[config.mk]
export PLATFORM = sky130hd
export DESIGN_NAME = mem_req_scheduler_flat
export DESIGN_NICKNAME = d
export VERILOG_FILES = /design/src/rtl/mem_req_scheduler_if.sv /design/src/rtl/mem_req_scheduler.sv /design/src/flat_wrapper.sv
export SDC_FILE = /design/constraint.sdc
export NUM_CORES = 1
export LEC_CHECK = 0
export ABC_AREA = 1
export CORE_UTILIZATION = 37
export CTS_BUF_LIST = sky130_fd_sc_hd__clkbuf_8 sky130_fd_sc_hd__clkbuf_16
export DETAILED_ROUTE_END_ITERATION = 8
export HOLD_SLACK_MARGIN = 0.08
export PLACE_DENSITY = 0.94
export SLEW_MARGIN = 20
export SYNTH_ARGS = -nofsm -noshare
export SYNTH_HDL_FRONTEND = slang
export SYNTH_SLANG_ARGS = --single-unit
[constraint.sdc]
create_clock -name clock -period 1.78 [get_ports clock]
set_input_delay 0.356 -clock clock [delete_from_list [all_inputs] [get_ports clock]]
set_output_delay 0.356 -clock clock [all_outputs]
set_load 0.005 [all_outputs]
[src/rtl/mem_req_scheduler_if.sv]
// Request/response bundle for mem_req_scheduler: two requester ports, TileLink-UL A/D
// channels and the per-requester completion signals.
interface mem_req_scheduler_if #(
    parameter int unsigned ADDR_W = 32,
    parameter int unsigned DATA_W = 32
);
    logic              io_in_0_valid;
    logic              io_in_0_ready;
    logic [ADDR_W-1:0] io_in_0_bits_address;
    logic [DATA_W-1:0] io_in_0_bits_data;

    logic              io_in_1_valid;
    logic              io_in_1_ready;
    logic [ADDR_W-1:0] io_in_1_bits_address;

    logic              io_a_valid;
    logic              io_a_ready;
    logic [2:0]        io_a_bits_opcode;
    logic [ADDR_W-1:0] io_a_bits_address;
    logic [DATA_W-1:0] io_a_bits_data;
    logic              io_a_bits_source;

    logic              io_d_valid;
    logic              io_d_ready;
    logic [2:0]        io_d_bits_opcode;
    logic              io_d_bits_source;
    logic [DATA_W-1:0] io_d_bits_data;

    logic              io_resp_0_valid;
    logic              io_resp_1_valid;
    logic [DATA_W-1:0] io_resp_1_bits_data;

    logic              io_busy;
    logic              io_err;

    // Scheduler side
    modport slave (
        input  io_in_0_valid, io_in_0_bits_address, io_in_0_bits_data,
        output io_in_0_ready,
        input  io_in_1_valid, io_in_1_bits_address,
        output io_in_1_ready,
        output io_a_valid, io_a_bits_opcode, io_a_bits_address, io_a_bits_data, io_a_bits_source,
        input  io_a_ready,
        input  io_d_valid, io_d_bits_opcode, io_d_bits_source, io_d_bits_data,
        output io_d_ready,
        output io_resp_0_valid, io_resp_1_valid, io_resp_1_bits_data,
        output io_busy, io_err
    );

    // Requesters and memory side
    modport master (
        output io_in_0_valid, io_in_0_bits_address, io_in_0_bits_data,
        input  io_in_0_ready,
        output io_in_1_valid, io_in_1_bits_address,
        input  io_in_1_ready,
        input  io_a_valid, io_a_bits_opcode, io_a_bits_address, io_a_bits_data, io_a_bits_source,
        output io_a_ready,
        output io_d_valid, io_d_bits_opcode, io_d_bits_source, io_d_bits_data,
        input  io_d_ready,
        input  io_resp_0_valid, io_resp_1_valid, io_resp_1_bits_data,
        input  io_busy, io_err
    );
endinterface

[src/rtl/mem_req_scheduler.sv]
// Arbitrates writeback (PutFullData) and refill (Get) onto one TileLink-UL A/D port,
// one transaction in flight, writes first with a starvation escape for reads.
module mem_req_scheduler #(
    parameter int unsigned STARVE_LIMIT = 4,
    parameter int unsigned ADDR_W       = 32,
    parameter int unsigned DATA_W       = 32
) (
    input  logic                clock,
    input  logic                reset,
    mem_req_scheduler_if.slave  io
);
    localparam int unsigned CNT_W = 4;
    localparam logic [CNT_W-1:0] STARVE_MAX = CNT_W'(STARVE_LIMIT);

    localparam logic [2:0] OP_PUT_FULL  = 3'h0;
    localparam logic [2:0] OP_GET       = 3'h4;
    localparam logic [2:0] OP_ACK       = 3'h0;
    localparam logic [2:0] OP_ACK_DATA  = 3'h1;

    typedef enum logic [1:0] {
        IDLE = 2'd0,
        REQ  = 2'd1,
        WAIT = 2'd2
    } state_e;

    typedef struct packed {
        logic [2:0]        opcode;
        logic [ADDR_W-1:0] address;
        logic [DATA_W-1:0] data;
        logic              source;
    } a_req_t;

    state_e           state_q, state_d;
    a_req_t           req_q, req_d;
    logic [CNT_W-1:0] starve_cnt_q, starve_cnt_d;
    logic             err_q, err_d;

    logic             starve_force;
    logic             in0_ready, in1_ready;
    logic             a_valid, d_ready;
    logic             resp0_valid, resp1_valid;
    logic             d_match;

    // State and request registers
    always_ff @(posedge clock or negedge reset) begin
        if (!reset) begin
            state_q      <= IDLE;
            req_q        <= '0;
            starve_cnt_q <= '0;
            err_q        <= 1'b0;
        end else begin
            state_q      <= state_d;
            req_q        <= req_d;
            starve_cnt_q <= starve_cnt_d;
            err_q        <= err_d;
        end
    end

    // Next-state, grant and response steering
    always_comb begin
        state_d      = state_q;
        req_d        = req_q;
        starve_cnt_d = starve_cnt_q;
        err_d        = err_q;
        starve_force = 1'b0;
        in0_ready    = 1'b0;
        in1_ready    = 1'b0;
        a_valid      = 1'b0;
        d_ready      = 1'b0;
        resp0_valid  = 1'b0;
        resp1_valid  = 1'b0;
        d_match      = 1'b0;

        case (state_q)
            IDLE: begin
                starve_force = (starve_cnt_q == STARVE_MAX) && io.io_in_1_valid;
                in0_ready    = ~starve_force;
                in1_ready    = starve_force | ~io.io_in_0_valid;
                if (io.io_in_0_valid && in0_ready) begin
                    req_d.opcode  = OP_PUT_FULL;
                    req_d.address = io.io_in_0_bits_address;
                    req_d.data    = io.io_in_0_bits_data;
                    req_d.source  = 1'b0;
                    // Only writes that bypass a waiting read count toward starvation
                    if (io.io_in_1_valid && (starve_cnt_q != STARVE_MAX)) begin
                        starve_cnt_d = starve_cnt_q + CNT_W'(1);
                    end
                    state_d = REQ;
                end else if (io.io_in_1_valid && in1_ready) begin
                    req_d.opcode  = OP_GET;
                    req_d.address = io.io_in_1_bits_address;
                    req_d.data    = '0;
                    req_d.source  = 1'b1;
                    starve_cnt_d  = '0;
                    state_d       = REQ;
                end
            end
            REQ: begin
                a_valid = 1'b1;
                if (io.io_a_ready) begin
                    state_d = WAIT;
                end
            end
            WAIT: begin
                d_ready = 1'b1;
                if (io.io_d_valid) begin
                    d_match = (io.io_d_bits_source == req_q.source) &&
                              (io.io_d_bits_opcode == (req_q.source ? OP_ACK_DATA : OP_ACK));
                    if (d_match) begin
                        resp0_valid = ~req_q.source;
                        resp1_valid = req_q.source;
                        state_d     = IDLE;
                    end else begin
                        err_d = 1'b1;
                    end
                end
            end
            default: begin
                state_d = IDLE;
            end
        endcase
    end

    assign io.io_in_0_ready       = in0_ready;
    assign io.io_in_1_ready       = in1_ready;
    assign io.io_a_valid          = a_valid;
    assign io.io_a_bits_opcode    = req_q.opcode;
    assign io.io_a_bits_address   = req_q.address;
    assign io.io_a_bits_data      = req_q.data;
    assign io.io_a_bits_source    = req_q.source;
    assign io.io_d_ready          = d_ready;
    assign io.io_resp_0_valid     = resp0_valid;
    assign io.io_resp_1_valid     = resp1_valid;
    assign io.io_resp_1_bits_data = io.io_d_bits_data;
    assign io.io_busy             = (state_q != IDLE);
    assign io.io_err              = err_q;

endmodule

[src/flat_wrapper.sv]
// flat-port wrapper written by rule: the top's interface ports become plain ports
module mem_req_scheduler_flat 
#(
    parameter int unsigned STARVE_LIMIT = 4,
    parameter int unsigned ADDR_W       = 32,
    parameter int unsigned DATA_W       = 32
)
  (clock, reset, io_io_in_0_valid, io_io_in_0_bits_address, io_io_in_0_bits_data, io_io_in_0_ready, io_io_in_1_valid, io_io_in_1_bits_address, io_io_in_1_ready, io_io_a_valid, io_io_a_bits_opcode, io_io_a_bits_address, io_io_a_bits_data, io_io_a_bits_source, io_io_a_ready, io_io_d_valid, io_io_d_bits_opcode, io_io_d_bits_source, io_io_d_bits_data, io_io_d_ready, io_io_resp_0_valid, io_io_resp_1_valid, io_io_resp_1_bits_data, io_io_busy, io_io_err);
  mem_req_scheduler_if #(.ADDR_W(ADDR_W), .DATA_W(DATA_W)) io_i ();
  input  logic clock;
  input  logic reset;
  input wire logic [$bits(io_i.io_in_0_valid)-1:0] io_io_in_0_valid;
  input wire logic [$bits(io_i.io_in_0_bits_address)-1:0] io_io_in_0_bits_address;
  input wire logic [$bits(io_i.io_in_0_bits_data)-1:0] io_io_in_0_bits_data;
  output wire logic [$bits(io_i.io_in_0_ready)-1:0] io_io_in_0_ready;
  input wire logic [$bits(io_i.io_in_1_valid)-1:0] io_io_in_1_valid;
  input wire logic [$bits(io_i.io_in_1_bits_address)-1:0] io_io_in_1_bits_address;
  output wire logic [$bits(io_i.io_in_1_ready)-1:0] io_io_in_1_ready;
  output wire logic [$bits(io_i.io_a_valid)-1:0] io_io_a_valid;
  output wire logic [$bits(io_i.io_a_bits_opcode)-1:0] io_io_a_bits_opcode;
  output wire logic [$bits(io_i.io_a_bits_address)-1:0] io_io_a_bits_address;
  output wire logic [$bits(io_i.io_a_bits_data)-1:0] io_io_a_bits_data;
  output wire logic [$bits(io_i.io_a_bits_source)-1:0] io_io_a_bits_source;
  input wire logic [$bits(io_i.io_a_ready)-1:0] io_io_a_ready;
  input wire logic [$bits(io_i.io_d_valid)-1:0] io_io_d_valid;
  input wire logic [$bits(io_i.io_d_bits_opcode)-1:0] io_io_d_bits_opcode;
  input wire logic [$bits(io_i.io_d_bits_source)-1:0] io_io_d_bits_source;
  input wire logic [$bits(io_i.io_d_bits_data)-1:0] io_io_d_bits_data;
  output wire logic [$bits(io_i.io_d_ready)-1:0] io_io_d_ready;
  output wire logic [$bits(io_i.io_resp_0_valid)-1:0] io_io_resp_0_valid;
  output wire logic [$bits(io_i.io_resp_1_valid)-1:0] io_io_resp_1_valid;
  output wire logic [$bits(io_i.io_resp_1_bits_data)-1:0] io_io_resp_1_bits_data;
  output wire logic [$bits(io_i.io_busy)-1:0] io_io_busy;
  output wire logic [$bits(io_i.io_err)-1:0] io_io_err;
  assign io_i.io_in_0_valid = io_io_in_0_valid;
  assign io_i.io_in_0_bits_address = io_io_in_0_bits_address;
  assign io_i.io_in_0_bits_data = io_io_in_0_bits_data;
  assign io_io_in_0_ready = io_i.io_in_0_ready;
  assign io_i.io_in_1_valid = io_io_in_1_valid;
  assign io_i.io_in_1_bits_address = io_io_in_1_bits_address;
  assign io_io_in_1_ready = io_i.io_in_1_ready;
  assign io_io_a_valid = io_i.io_a_valid;
  assign io_io_a_bits_opcode = io_i.io_a_bits_opcode;
  assign io_io_a_bits_address = io_i.io_a_bits_address;
  assign io_io_a_bits_data = io_i.io_a_bits_data;
  assign io_io_a_bits_source = io_i.io_a_bits_source;
  assign io_i.io_a_ready = io_io_a_ready;
  assign io_i.io_d_valid = io_io_d_valid;
  assign io_i.io_d_bits_opcode = io_io_d_bits_opcode;
  assign io_i.io_d_bits_source = io_io_d_bits_source;
  assign io_i.io_d_bits_data = io_io_d_bits_data;
  assign io_io_d_ready = io_i.io_d_ready;
  assign io_io_resp_0_valid = io_i.io_resp_0_valid;
  assign io_io_resp_1_valid = io_i.io_resp_1_valid;
  assign io_io_resp_1_bits_data = io_i.io_resp_1_bits_data;
  assign io_io_busy = io_i.io_busy;
  assign io_io_err = io_i.io_err;
  mem_req_scheduler #(.STARVE_LIMIT(STARVE_LIMIT), .ADDR_W(ADDR_W), .DATA_W(DATA_W)) u_core (.clock(clock), .reset(reset), .io(io_i));
endmodule
### Yosys cells after proc, flatten, opt, wreduce, memory -nomap -nowiden

Cells that the tools add are included.

* register bits after elaboration: 75
* output and inout port bits: 108
* word-level logic and storage cells: 58

* bitwise gates (word level): 5
* reduce and logical (&&, ||, !) cells: 12
* eq/ne operators: 11
* muxes and demuxes: 22
* add/subtract/negate cells: 1

Operator list (number)
* two-way mux 68 bit: 2
* two-way mux 4 bit: 3
* two-way mux 1 bit: 11
* two-way mux 2 bit: 5
* != test 2 bit, second input constant: 3
* case mux 2 bit (3 select lines): 1
* AND reduction 3 bit: 2
* logical AND 1 bit: 5
* adder 4 x 1 -> 4 bit, second input constant: 1
* equality test 4 x 3 -> 1 bit, second input constant: 1
* != test 4 x 3 -> 1 bit, second input constant: 1
* NOT 1 bit: 4
* AND reduction 4 bit: 1
* nonzero test 2 bit: 2
* equality test 3 bit: 1
* != test 3 x 1 -> 1 bit, second input constant: 1
* equality test 2 x 1 -> 1 bit, second input constant: 1
* equality test 2 bit, second input constant: 1
* zero test 2 bit: 1
* != test 2 x 1 -> 1 bit, second input constant: 1
* AND reduction 2 bit: 1
* equality test 1 bit: 1
* OR 1 bit: 1

### Logic depth before layout (Yosys ltp)

* word-level depth: 7
* gate-level depth with buffers: 10
* depth with buffers taken out: 9

### Least setup slack after synthesis

No wires, ideal clock.

* kind: reg2out
* start: register u_core.starve_cnt_q[0]
* end: output io_io_in_1_ready
* slack: 0.286 ns
* arrival: 1.138 ns
* buffers on the path: 1
* cell stages (with the launch flop): 8
* required time: 1.424 ns
* cells stage by stage: dfrtp_1 inv_1 ha_1 nand2_1 inv_1 nand2_4 buf_2 a21oi_1

* cells in the longest elaborated chain, start to end: 4

RTL lines
* from (decl): RTL line mem_req_scheduler.sv:35 `logic [CNT_W-1:0] starve_cnt_q, starve_cnt_d;`
* from (signal assigned): RTL line mem_req_scheduler.sv:54 `starve_cnt_q <= starve_cnt_d;`
* equality test 4 x 3 -> 1 bit: RTL line mem_req_scheduler.sv:76 `starve_force = (starve_cnt_q == STARVE_MAX) && io.io_in_1_valid;`
* logical AND 1 bit: RTL line mem_req_scheduler.sv:76
* OR 1 bit: RTL line mem_req_scheduler.sv:78 `in1_ready = starve_force | ~io.io_in_0_valid;`
* two-way mux 1 bit: RTL line mem_req_scheduler.sv:74 `case (state_q)`
* to (decl): RTL line flat_wrapper.sv:18 `output wire logic [$bits(io_i.io_in_1_ready)-1:0] io_io_in_1_ready;`

No other way between the ends.

### Worst setup path in the final report

Ends and elaborated chain as after synthesis.

==> metrics.md <==
| Metric | Value |
|---|---|
| Starting Density | `between 30% and 40%` |
| Crit path max fanout | `2` |
| Main flop type after synthesis | `dfrtp_1` |
| Mapped Cells | `between 500 and 600` |
| Crit path launch type | `flip-flop` |
| CP delay by family, top | `flip-flops` |
| Max stage delay on crit path | `roughly 0.38 ns` |
| DRT iter0 DRCs | `97` |
| Post-Place Cells | `around 790` |
| Antenna cells | `0` |
| Async SR Flop Fraction | `100%` |
| Largest net degree at the start of global routing | `38` |
| Crit-path slowest cell | `dfrtp_1` |
| YS warnings | `0` |
| Status | `finished clean` |
| CTS clk-pin slew, worst paths | `~0.090 ns` |
| Row Count | `36` |
| Total routed wirelength | `approximately 11000 µm` |
| Unrepaired setup endpoints after global routing | `true` |
| Share of layout cells above drive strength 1 | `9.02%` |
| Vias in the first global route | `3362` |
| Post-synth EDFFs | `0` |
| WP buf/inv | `3` |
| Yosys reg bits | `between 70 and 80` |
| Initial antenna violation count | `0` |
| Setup crit start | `u_core.starve_cnt_q[0]` |
| Skew final | `0.0125 ns` |
| Pwr Total | `about 7.8 mW` |
| Fillers | `between 800 and 900` |
| Req. time, crit path | `roughly 1.4 ns` |
| Area growth syn-to-layout | `52.4%` |
| Clock latency on the worst-skew pair | `about 0.34 ns` |
| Post-DP Area | `5520 µm²` |
| DR WL/cell | `between 10 and 15 µm` |
| DRC errors left | `0` |
| Worst hold path class | `in2async` |
| Finished Layout Cells | `between 800 and 900` |
| Maximum vdd ir drop | `between 600 and 700 µV` |
| Crit end category | `output port` |
| Clock tree from TritonCTS | `done` |
| First-pass GRT wire length | `between 15000 and 20000 µm` |
| Max frequency | `around 580 MHz` |
| Crit path time final | `between 1.5 and 2 ns` |
| Max clock buf depth | `2` |
| Netlist cell types | `22` |
| Input/output buffers | `approximately 180` |
| Most frequent cells in the layout | `nand2_1, clkdlybuf4s50_1, dfrtp_1` |
| Register area share after synthesis | `a little under half` |
| Core area | `9860 µm²` |
| Pwr Density | `roughly 1300 nW/µm²` |
| Width of the die | `approximately 100 µm` |
| Post-layout util | `between 50% and 60%` |
| I/O pins | `246` |
| Avg Cell Area, Syn | `7.47 µm²` |
| CTS root buf | `clkbuf_8` |
| Via Count | `3653` |
| Chip height | `a little over 100 µm` |
| Worst path arrival time | `1.38 ns` |
| Fin crit share | `a little over nine tenths` |
| Post-Route Setup TNS | `0 ns` |
| GRT overflow | `0` |
| Final Max Tran Viols | `0` |
| Final net count | `~810` |
| Reg-to-Reg Start | `u_core.starve_cnt_q[0]` |
| CTS Sinks | `72` |
| Die ar. | `approximately 11000 µm²` |
| Crit Path Class | `reg2out` |
| Finish-stage setup viols | `0` |
| Dpl hpwl | `7630 µm` |
| Gp weighted congestion | `around 0.8` |
| Endpoints failing hold | `0` |
| Total GRT Usage | `19.8%` |
| Most common cell after layout, fill and taps aside | `nand2_1` |
| Max Cap Viol | `0` |
| Antenna-violating nets left | `0` |
| Final instance area | `around 5800 µm²` |
| Total clock buffers created by CTS | `9` |
| Synth Cell Area | `roughly 3800 µm²` |
| H-tree depth | `3` |
| DRT Pass-1 Iters | `4` |
| CP Cell Sequence | `inv_1 > ha_1 > nand2_1 > inv_2 > nand2_4 > a21oi_1 > clkbuf_2` |
| Leak | `3.06 nW` |
| Via density | `about 4.5` |
layout make-up:
| type | count | area [µm²] | share of cell area (%) |
|---|---|---|---|
| clock buffer | 9 | 124 | 2.13 |
| tap | 133 | 166 | 2.87 |
| inverter | 75 | 282 | 4.85 |
| multi-input combinational | 307 | 1330 | 22.9 |
| timing repair buffer | 206 | 2010 | 34.5 |
| sequential | 72 | 1800 | 31.0 |
| clock inverter | 7 | 95.1 | 1.64 |
power breakdown:
group,internal [mW],total [mW],leakage (nW),switching [mW]
Sequential,2.32,2.71,0.907,0.391
Combinational,2.03,3.70,2.04,1.67
Clock,0.792,1.43,0.110,0.633
timing repair:
action | in CTS | in global routing
resized for setup | 13 | 9
hold buffers | 1 | 0
endpoints found under the setup margin | 40 | 25
pin swaps | 1 | 2
cloned | 1 | 0
hold endpoints to repair | 26 | 0
buffers inserted | 2 | 4
cell families after synthesis:
kind of cell,synth area share [%]
AOI/OAI and AO/OA,1.64
adders and majority gates,0.657
buffers and inverters,18.4
DFF,47.3
other,0.0984
and+or+nand+nor,32.0
state kept, by name, summed over array words and instances, names as in the netlist:
signal / flops
u_core.io.io_a_bits_address: 32
u_core.io.io_a_bits_data: 32
u_core.io.io_a_bits_opcode: 1
u_core.io.io_err: 1
u_core.starve_cnt_q: 4
u_core.state_q: 2
worst paths after layout:
| check | to | slack [ns] | cells after the start |
|---|---|---|---|
| min reg2reg | u_core.io.io_err | 0.47 | 2 |
| min | u_core.io.io_a_bits_address[29] | 0.47 | 2 |
| max reg2reg | u_core.io.io_a_bits_address[4] | 0.15 | 10 |
| min in group clock | u_core.io.io_err | 0.47 | 2 |
| max | io_io_in_1_ready | 0.05 | 7 |
| max in group asynchronous | u_core.io.io_a_bits_address[19] | 0.78 | 3 |
metal layers:
layer  GRT usage (%)  wire, µm
met1            21.6      4310
met2            36.2      5280
met3            5.31       855
met4            8.13       198
met5               0         0
cell usage after synthesis (2+ instances only):
| library cell | n | area share, % |
|---|---|---|
| a21oi_1 | 4 | 0.53 |
| buf_1 | 3 | 0.30 |
| buf_2 | 10 | 1.3 |
| buf_4 | 40 | 7.9 |
| buf_6 | 5 | 1.5 |
| dfrtp_1 | 72 | 47 |
| ha_1 | 2 | 0.66 |
| inv_1 | 73 | 7.2 |
| inv_2 | 2 | 0.20 |
| nand2_1 | 208 | 20 |
| nand2_4 | 2 | 0.59 |
| nand3_1 | 70 | 9.2 |
| nor2_1 | 9 | 0.89 |
| nor2_2 | 2 | 0.33 |
stage by stage:
step	worst slack, ns	hold WS (ns)
2_1_floorplan	0.286	0.0604
3_3_place_gp	-0.235	0.300
3_5_place_dp	-0.283	0.304
4_1_cts	-0.0934	0.472
5_1_grt	-0.0414	0.489
6_report	0.0453	0.467
No activity file was read; power rests on OpenSTA's default activity.
